### src/rtl/tft_pkg.sv
// Shared TFT definitions: panel command bytes, arbiter state encoding and
// the wrap-around index helper used by the round-robin schedulers.
package tft_pkg;

    localparam logic [7:0] CMD_CASET = 8'h2a;
    localparam logic [7:0] CMD_PASET = 8'h2b;
    localparam logic [7:0] CMD_RAMWR = 8'h2c;

    typedef enum logic [1:0] {
        ARB_IDLE  = 2'd0,
        ARB_GRANT = 2'd1,
        ARB_DRAIN = 2'd2
    } arb_state_t;

    function automatic int wrap_add(input int base, input int step, input int n);
        return (base + step) % n;
    endfunction

endpackage

### src/rtl/rr_pick.sv
// Combinational round-robin picker: first set req scanning upward from
// last+1 with wrap, returned both one-hot and as an index.
module rr_pick
    import tft_pkg::*;
#(
    parameter int N = 4
) (
    input  logic [N-1:0] req,
    input  logic [2:0]   last,
    output logic [N-1:0] onehot,
    output logic [2:0]   idx,
    output logic         valid
);

    always_comb begin
        // NOTE: every output gets a default before the loop so no path leaves it unassigned (no latch).
        onehot = '0;
        idx    = last;
        valid  = 1'b0;
        for (int k = 1; k <= N; k++) begin
            if (!valid && |(req & (N'(1) << wrap_add(int'(last), k, N)))) begin
                onehot = N'(1) << wrap_add(int'(last), k, N);
                idx    = 3'(wrap_add(int'(last), k, N));
                valid  = 1'b1;
            end
        end
    end

endmodule

### src/rtl/tft_arbiter.sv
// Round-robin arbiter sharing one TFT byte interface between drawing clients.
// Optional idle-grant timeout enabled by defining TFT_ARB_TIMEOUT_EN.
module tft_arbiter
    import tft_pkg::*;
#(
    parameter int NUM_CLIENTS    = 4,
    parameter int TIMEOUT_CYCLES = 65536
) (
    input  logic                     clk,
    input  logic                     rst,
    input  logic [NUM_CLIENTS-1:0]   req,
    output logic [NUM_CLIENTS-1:0]   grant,
    input  logic [NUM_CLIENTS-1:0]   cl_transmit,
    input  logic [NUM_CLIENTS-1:0]   cl_dc,
    input  logic [8*NUM_CLIENTS-1:0] cl_data,
    output logic [NUM_CLIENTS-1:0]   cl_tft_busy,
    input  logic                     tft_busy,
    output logic                     tft_transmit,
    output logic                     tft_dc,
    output logic [7:0]               tft_data,
    output logic [2:0]               grant_id,
    output logic                     arb_active
`ifdef TFT_ARB_TIMEOUT_EN
    ,
    output logic                     timeout_flag
`endif
);

    arb_state_t               state, state_nxt;
    logic [NUM_CLIENTS-1:0]   grant_nxt;
    logic [2:0]               grant_id_nxt;
    logic                     transmit_nxt, dc_nxt;
    logic [7:0]               data_nxt;
    logic [NUM_CLIENTS-1:0]   pick_onehot;
    logic [2:0]               pick_idx;
    logic                     pick_valid;
    logic                     cur_req, cur_transmit, cur_dc;
    logic [7:0]               cur_data;
    logic                     timeout_hit;

    rr_pick #(.N(NUM_CLIENTS)) u_pick (
        .req    (req),
        .last   (grant_id),
        .onehot (pick_onehot),
        .idx    (pick_idx),
        .valid  (pick_valid)
    );

    // The one-hot grant doubles as the mux select for the owner's signals.
    always_comb begin
        cur_req      = |(req & grant);
        cur_transmit = |(cl_transmit & grant);
        cur_dc       = |(cl_dc & grant);
        cur_data     = '0;
        for (int i = 0; i < NUM_CLIENTS; i++) begin
            if (grant[i]) cur_data = cur_data | cl_data[8*i +: 8];
        end
    end

    always_comb begin
        cl_tft_busy = '1;
        if (state == ARB_GRANT)
            cl_tft_busy = ~grant | {NUM_CLIENTS{tft_busy | tft_transmit}};
    end

    assign arb_active = (state != ARB_IDLE);

    always_comb begin
        state_nxt    = state;
        grant_nxt    = grant;
        grant_id_nxt = grant_id;
        transmit_nxt = 1'b0;
        dc_nxt       = tft_dc;
        data_nxt     = tft_data;
        unique case (state)
            ARB_IDLE: begin
                if (pick_valid) begin
                    grant_nxt    = pick_onehot;
                    grant_id_nxt = pick_idx;
                    state_nxt    = ARB_GRANT;
                end
            end
            ARB_GRANT: begin
                transmit_nxt = cur_transmit;
                if (cur_transmit) begin
                    dc_nxt   = cur_dc;
                    data_nxt = cur_data;
                end
                if (!cur_req || timeout_hit) state_nxt = ARB_DRAIN;
            end
            ARB_DRAIN: begin
                // Wait for the last forwarded byte to be taken by the driver.
                if (!tft_transmit && !tft_busy) begin
                    grant_nxt = '0;
                    state_nxt = ARB_IDLE;
                end
            end
            default: begin
                grant_nxt = '0;
                state_nxt = ARB_IDLE;
            end
        endcase
    end

    always_ff @(posedge clk) begin
        // NOTE: sequential state uses non-blocking assignments so every register samples pre-edge values.
        if (!rst) begin
            state        <= ARB_IDLE;
            grant        <= '0;
            grant_id     <= 3'(NUM_CLIENTS - 1);
            tft_transmit <= 1'b0;
            tft_dc       <= 1'b0;
            tft_data     <= 8'h00;
        end else begin
            state        <= state_nxt;
            grant        <= grant_nxt;
            grant_id     <= grant_id_nxt;
            tft_transmit <= transmit_nxt;
            tft_dc       <= dc_nxt;
            tft_data     <= data_nxt;
        end
    end

`ifdef TFT_ARB_TIMEOUT_EN
    logic [16:0] idle_cnt;

    assign timeout_hit = (state == ARB_GRANT) && !cur_transmit &&
                         (idle_cnt == 17'(TIMEOUT_CYCLES - 1));

    always_ff @(posedge clk) begin
        if (!rst) begin
            idle_cnt     <= '0;
            timeout_flag <= 1'b0;
        end else if (state != ARB_GRANT || cur_transmit) begin
            idle_cnt <= '0;
        end else if (timeout_hit) begin
            timeout_flag <= 1'b1;
        end else begin
            idle_cnt <= idle_cnt + 17'd1;
        end
    end
`else
    logic unused_timeout_cfg;
    assign timeout_hit        = 1'b0;
    assign unused_timeout_cfg = ^TIMEOUT_CYCLES;
`endif

endmodule

### config.mk
export PLATFORM = sky130hd
export DESIGN_NAME = tft_arbiter
export DESIGN_NICKNAME = d
export VERILOG_FILES = /design/src/rtl/tft_pkg.sv /design/src/rtl/rr_pick.sv /design/src/rtl/tft_arbiter.sv
export SDC_FILE = /design/constraint.sdc
export NUM_CORES = 1
export LEC_CHECK = 0
export ABC_CLOCK_PERIOD_IN_PS = 6780
export CORE_MARGIN = 5
export CORE_UTILIZATION = 42
export DETAILED_ROUTE_END_ITERATION = 7
export PLACE_DENSITY_LB_ADDON = 0.12
export SYNTH_ARGS = -nofsm -noshare
export SYNTH_HDL_FRONTEND = slang
export SYNTH_SLANG_ARGS = --single-unit
### constraint.sdc
create_clock -name clk -period 6.78 [get_ports clk]
set_clock_uncertainty 0.1 [all_clocks]
set_input_delay 1.695 -clock clk [delete_from_list [all_inputs] [get_ports clk]]
set_output_delay 1.695 -clock clk [all_outputs]
set_load 0.1 [all_outputs]
==> flow_metrics.env, run 1 <==
export IMPL_die_area_um2=4270
export IMPL_synth_cell_types=43
export IMPL_crit_path_frequent_cell="sky130_fd_sc_hd__clkdlybuf4s50_1"
export IMPL_criticalPathCategory="primary input to output pin"
export IMPL_synth_xor_area_share_pct=0
export IMPL_switching_power_of_the_nets_w=0.000586
export IMPL_worst_hold_slack_ns=0.407
export IMPL_globalRouteOverflowTotal=0
export IMPL_cts_made_buffers=3
export IMPL_core_rowCount=20
export IMPL_tightest_slew_ns=0.984
export IMPL_io_pins=69
export IMPL_buffer_ports_inserted=67
export IMPL_yosys_warning_count=0
export IMPL_via_count=1490
export IMPL_status="finished clean"
export IMPL_layout_filler_cells=258
export IMPL_drt_iter0_markers=92
export IMPL_synth_fp_nets=206
export IMPL_setup_viol_count_final=0
export IMPL_crit_path_cell_trace="clkdlybuf4s50_1 > nor3_1 > nand2_1 > clkdlybuf4s50_1"
export IMPL_total_leakage_power_nw=0.796
export IMPL_route_detailed_wl_per_inst_um=17.1
export IMPL_die_w_um=65.3
export IMPL_max_vdd_ir_drop_uv=313
export IMPL_power_share_clock_pct=5.2
export IMPL_worst_slew_margin_rel_pct=34.2
export IMPL_routed_via_density=6.01
export IMPL_synthesis_instances=155
export IMPL_postRouteAntennaNets=0
export IMPL_place_congestion=0.914
export IMPL_max_h_tree_level=1
export IMPL_num_antenna_cells=0
export IMPL_synth_avg_cell_area_um2=8.30
export IMPL_post_route_setup_tns_ns=0
export IMPL_final_seq_area_um2=360
export IMPL_cts_tree="done"
export IMPL_first_global_vias=1410
export IMPL_fmax_ghz=0.186
export IMPL_yosys_mux_area_fraction_pct=0.778
export IMPL_worst_endpoint_required_ns=4.99
export IMPL_multi_input_combinational_cell_area_um2=847
export IMPL_ctsHoldBuffers=0
export IMPL_insertion_delay_ns=0.28
export IMPL_synth_compound_gate_area_share_pct=43.2
export IMPL_cp_data_arrival_time_ns=3.59
export IMPL_final_min_clock_period_ns=5.39
export IMPL_power_per_cell_area_nw_per_um2=494
export IMPL_grt_antenna_before_repair=0
export IMPL_path_clk_slew_ns=0.09
export IMPL_critical_path_endpoint_type="output pin"
export IMPL_intPower_w=0.000388
export IMPL_layout_drive_gt1_share_pct=6.05
export IMPL_cts_max_path_buffers=2
export IMPL_final_cell_mix="67 x sky130_fd_sc_hd__clkdlybuf4s50_1, 25 x sky130_fd_sc_hd__a22oi_1, 18 x sky130_fd_sc_hd__dfxtp_1"
export IMPL_place_detailed_hpwl_um=3250
export IMPL_asyncSetResetFlopFracSynth_pct=0
export IMPL_drc_errors=0
export IMPL_floorplan_initialDensity_pct=42.8
export IMPL_synth_area_um2=1290
export IMPL_yosys_area_share_simple_pct=17.7
export IMPL_synth_largest_area_cell="sky130_fd_sc_hd__dfxtp_1"
export IMPL_floorplan_core_area_um2=3000
export IMPL_cap_viol_max_count=0
export IMPL_root_buffer_cell="sky130_fd_sc_hd__clkbuf_4"
export IMPL_synth_seq_area_share_pct=28.0
export IMPL_leading_cell_type_in_the_layout_fill_and_taps_excluded="sky130_fd_sc_hd__clkdlybuf4s50_1"
export IMPL_total_detailed_routing_wirelength_um=4250
export IMPL_largest_family_of_logic_cells_by_synthesized_area="compound AO/OA/AOI/OAI gates"
export IMPL_biggest_area_contributors_in_the_synthesized_netlist="sky130_fd_sc_hd__dfxtp_1 28%, sky130_fd_sc_hd__a22oi_1 15%, sky130_fd_sc_hd__o211a_1 7.0%"
export IMPL_grt_first_pass_wirelength_um=6600
export IMPL_cp_start_kind="primary input"
export IMPL_synth_seq_cells=18
export IMPL_fin_util_pct=65.7
export IMPL_synth_edff_count=0
export IMPL_layout_worst_path_cycle_share_pct=79.4
export IMPL_grtUsageTotal_pct=19.2
export IMPL_drt_pre_antenna_iters=4
export IMPL_cts_sinks=18
export IMPL_fp_dieH_um=65.3
export IMPL_syn_to_final_growth_pct=53.3
export IMPL_final_hold_violation_count=0
export IMPL_cts_resized_gates=0
export IMPL_switching_share_pct=60.1
export IMPL_grt_setup_unrepaired="no"
export IMPL_post_cts_repair_setup_buffers=0
export IMPL_slowest_stage="sky130_fd_sc_hd__clkdlybuf4s50_1"
export IMPL_worst_path_max_fanout=4
export IMPL_synth_adder_area_share_pct=3.89
export IMPL_synth_largest_type_area_fraction_pct=28.0
export IMPL_largest_net_degree_at_the_start_of_global_routing=20
export IMPL_sequentialPowerShare_pct=21.6
export IMPL_comb_power_share_pct=73.2
export IMPL_cp_slowest_stage_delay_ns=1.00
export IMPL_min_delay_path_class="flop to flop"
export IMPL_final_net_count=268
export IMPL_ys_flop_type="sky130_fd_sc_hd__dfxtp_1"
export IMPL_timing_max_transition_violations_final=0
worst paths after layout:
check / from / to / slack (ns) / cells past startpoint
hold / removal: tft_data[7] / tft_data[7] / 0.41 / 1
setup reg to reg: grant_id[0] / grant[0] / 4.15 / 7
hold reg to reg: tft_data[7] / tft_data[7] / 0.41 / 1
setup / recovery: tft_busy / cl_tft_busy[2] / 1.39 / 4
routing by layer:
layer	vias to the layer above	share of wire [%]	global-route usage, %
met2	72	47	32.4
met4	0	0.40	3.11
met3	4	10	4.44
met1	681	42	25.3
li1	733	-	-
met5	-	0	0
registers in the layout, summed over array words and instances (netlist names):
register and flops:
tft_data 8, grant 4, grant_id 2, state 2, tft_dc 1, tft_transmit 1
kinds of logic after synthesis:
group,after synthesis
DFF,18
other,1
adders and majority gates,4
AOI/OAI and AO/OA,70
buffers and inverters,17
and+or+nand+nor,44
muxes,1
synthesized netlist by cell type, types with 2 or more instances:
library cell and number:
sky130_fd_sc_hd__nand2b_1 2, sky130_fd_sc_hd__o31ai_1 2, sky130_fd_sc_hd__nor3_1 2, sky130_fd_sc_hd__buf_2 2, sky130_fd_sc_hd__a2111oi_0 3, sky130_fd_sc_hd__clkbuf_1 4
sky130_fd_sc_hd__a22oi_1 25, sky130_fd_sc_hd__a222oi_1 2, sky130_fd_sc_hd__buf_1 2, sky130_fd_sc_hd__nand2_1 12, sky130_fd_sc_hd__o21ai_0 8, sky130_fd_sc_hd__inv_1 6
sky130_fd_sc_hd__a221o_1 2, sky130_fd_sc_hd__o211a_1 9, sky130_fd_sc_hd__nor2_1 5, sky130_fd_sc_hd__dfxtp_1 18, sky130_fd_sc_hd__a22o_1 2, sky130_fd_sc_hd__and2_1 3
sky130_fd_sc_hd__a22o_2 2, sky130_fd_sc_hd__ha_1 4, sky130_fd_sc_hd__a21oi_1 6, sky130_fd_sc_hd__nand3_1 13
critical path, delay by kind of cell:
family	cells	cell delay [ns]
buf+inv	2	1.42
simple gates	2	0.48
power by group through the flow:
stage	combinational [W]	sequential, W	clock [W]
floorplan	0.000358	0.000388	0
finish	0.000713	0.000211	0.0000507
global route	0.000756	0.000218	0.0000576
CTS	0.000710	0.000209	0.0000526
global placement	0.000703	0.000208	0
detailed placement	0.000708	0.000211	0
per-stage QoR:
step                total power (W)  cell area, um2  setup slack [ns]  std cells
floorplan                  0.000746            1290              2.36        155
global placement           0.000911            1950              1.46        245
detailed placement         0.000919            1950              1.38        245
CTS                        0.000971            1970              1.38        248
global route                0.00103            1970              1.27        248
finish                     0.000974            1970              1.39        248
area by class of cell:
class	count	area share [%]
repair buffers	68	34.4
flip-flops and latches	18	18.3
well taps	33	2.09
inverters	6	1.14
clock buffers	3	1.14
multi-input cells	120	43.0
No activity file was read; power rests on OpenSTA's default activity.
==> inputs of run 2 (changes only) <==
ABC_CLOCK_PERIOD_IN_PS = 5160   (was 6780)
CORE_UTILIZATION = 39   (was 42)
clock period = 5.16 ns   (was 6.78 ns; I/O delays follow)
==> flow_metrics.env, run 2 (synthesis gave the netlist of run 1 again) <==
export IMPL_postPlaceCellArea_um2=1980
export IMPL_critical_path_endpoint_type="output pin"
export IMPL_final_net_count=272
export IMPL_r2r_start="grant_id[0]"
export IMPL_drt_pre_antenna_iters=4
export IMPL_max_vdd_ir_drop_uv=429
export IMPL_cts_resized_gates=0
export IMPL_routed_via_density=5.90
export IMPL_final_cell_area_um2=2010
export IMPL_worst_slew_margin_rel_pct=32.7
export IMPL_grt_util_met3_pct=5.49
export IMPL_grt_first_pass_wirelength_um=6640
export IMPL_place_congestion=0.967
export IMPL_post_cts_repair_setup_buffers=0
export IMPL_floorplan_core_area_um2=3100
export IMPL_multi_input_combinational_cell_area_um2=847
export IMPL_design_power_total_w=0.00130
export IMPL_syn_to_final_growth_pct=55.9
export IMPL_io_pins=69
export IMPL_first_global_vias=1374
export IMPL_root_buffer_cell="sky130_fd_sc_hd__clkbuf_4"
export IMPL_final_min_clock_period_ns=3.81
export IMPL_min_delay_path_class="flop to flop"
export IMPL_insertion_delay_ns=0.29
export IMPL_setup_viol_count_final=0
export IMPL_reg2reg_depth=7
export IMPL_post_route_non_filler_standard_cell_count=263
export IMPL_largest_register_ff_count=8
export IMPL_busiest_layer_in_global_routing="met2"
export IMPL_num_antenna_cells=0
export IMPL_cts_tree="done"
export IMPL_final_seq_area_um2=360
export IMPL_final_critical_path_setup_slack_ns=1.35
export IMPL_power_per_cell_area_nw_per_um2=650
export IMPL_timing_max_transition_violations_final=0
export IMPL_place_detailed_hpwl_um=3450
export IMPL_fp_dieH_um=67.4
export IMPL_preCtsSetupSlack_ns=1.36
export IMPL_post_route_setup_tns_ns=0
export IMPL_final_cell_mix="63 x sky130_fd_sc_hd__clkdlybuf4s50_1, 25 x sky130_fd_sc_hd__a22oi_1, 18 x sky130_fd_sc_hd__dfxtp_1"
export IMPL_via_count=1552
export IMPL_holdPathEnd="tft_data[5]"
export IMPL_layout_filler_cells=296
export IMPL_ctsHoldBuffers=0
export IMPL_floorplan_initialDensity_pct=41.5
export IMPL_grt_setup_unrepaired="no"
export IMPL_die_w_um=67.4
export IMPL_criticalPathCategory="primary input to output pin"
export IMPL_layout_worst_path_cycle_share_pct=73.8
export IMPL_total_detailed_routing_wirelength_um=4440
export IMPL_max_h_tree_level=1
export IMPL_grt_met1_usage_pct=24.6
export IMPL_grt_antenna_before_repair=0
export IMPL_drc_errors=0
export IMPL_largest_net_degree_at_the_start_of_global_routing=20
export IMPL_globalRouteOverflowTotal=0
export IMPL_core_rowCount=20
export IMPL_cts_sinks=18
export IMPL_fmax_ghz=0.263
export IMPL_leading_cell_type_in_the_layout_fill_and_taps_excluded="sky130_fd_sc_hd__clkdlybuf4s50_1"
export IMPL_final_hold_violation_count=0
export IMPL_cp_data_arrival_time_ns=2.42
export IMPL_path_clk_slew_ns=0.10
export IMPL_cp_start_kind="primary input"
export IMPL_top_regs="tft_data (8), grant (4)"
export IMPL_postRouteAntennaNets=0
export IMPL_worst_endpoint_required_ns=3.77
export IMPL_status="finished clean"
export IMPL_cts_max_path_buffers=2
export IMPL_worst_path_max_fanout=4
export IMPL_regToRegEndpoint="grant[3]"
export IMPL_registers_top_by_ff_count="tft_data"
export IMPL_total_leakage_power_nw=0.816
export IMPL_route_detailed_wl_per_inst_um=16.9
export IMPL_cts_made_buffers=3
export IMPL_worst_hold_path_num_cells=1
export IMPL_grt_use_met2_pct=30.4
export IMPL_launch_point_of_the_worst_hold_path="tft_data[5]"
export IMPL_tightest_slew_ns=1.01
export IMPL_drt_iter0_markers=125
export IMPL_layout_drive_gt1_share_pct=9.59
export IMPL_cap_viol_max_count=0
export IMPL_dp_cells=260
export IMPL_die_area_um2=4550
export IMPL_reg2reg_slack_ns=2.57
export IMPL_buffer_ports_inserted=67
export IMPL_grtUsageTotal_pct=18.8
run 2: layout make-up:
class / count / area share (%)
Multi-Input combinational cell: 120 / 42.2
Inverter: 6 / 1.12
Tap cell: 44 / 2.74
Clock buffer: 3 / 1.12
Timing Repair Buffer: 72 / 34.8
Sequential cell: 18 / 18.0
run 2: report_power, final:
part           internal [W]  switching [W]  leakage (nW)  total (W)
combinational      0.000315       0.000703         0.655    0.00102
clock             0.0000271      0.0000402        0.0138  0.0000673
sequential         0.000186      0.0000310         0.147   0.000217
total              0.000529       0.000774         0.816    0.00130
run 2: layer usage:
metal / vias up / routed length [um] / share of wire [%]
met5: - / 0 / 0
met4: 0 / 53 / 1.2
met3: 6 / 487 / 11
met2: 90 / 2080 / 47
met1: 717 / 1820 / 41
li1: 739 / - / -
run 2: worst max-delay path by stage:
stage / startpoint / to / cells past startpoint / slack [ns]
5_1_grt: tft_busy / cl_tft_busy[0] / 4 / 1.25
4_1_cts: tft_busy / cl_tft_busy[2] / 4 / 1.35
3_5_place_dp: tft_busy / cl_tft_busy[1] / 4 / 1.36
3_3_place_gp: tft_busy / cl_tft_busy[2] / 4 / 1.39
6_report: tft_busy / cl_tft_busy[2] / 4 / 1.35
2_1_floorplan: tft_busy / cl_tft_busy[0] / 2 / 1.55
run 2: stage by stage:
step | util (%) | hold slack [ns]
CTS | 64.6 | 0.411
finish | 64.6 | 0.408
global route | 64.6 | 0.434
floorplan | - | 0.477
global placement | 63.9 | 0.380
detailed placement | 63.9 | 0.387
run 2: critical path, stage by stage:
cell                              delay [ns]
sky130_fd_sc_hd__clkdlybuf4s50_1        0.42
sky130_fd_sc_hd__nor3_1                 0.35
sky130_fd_sc_hd__nand2_1                0.10
sky130_fd_sc_hd__buf_4                  0.24
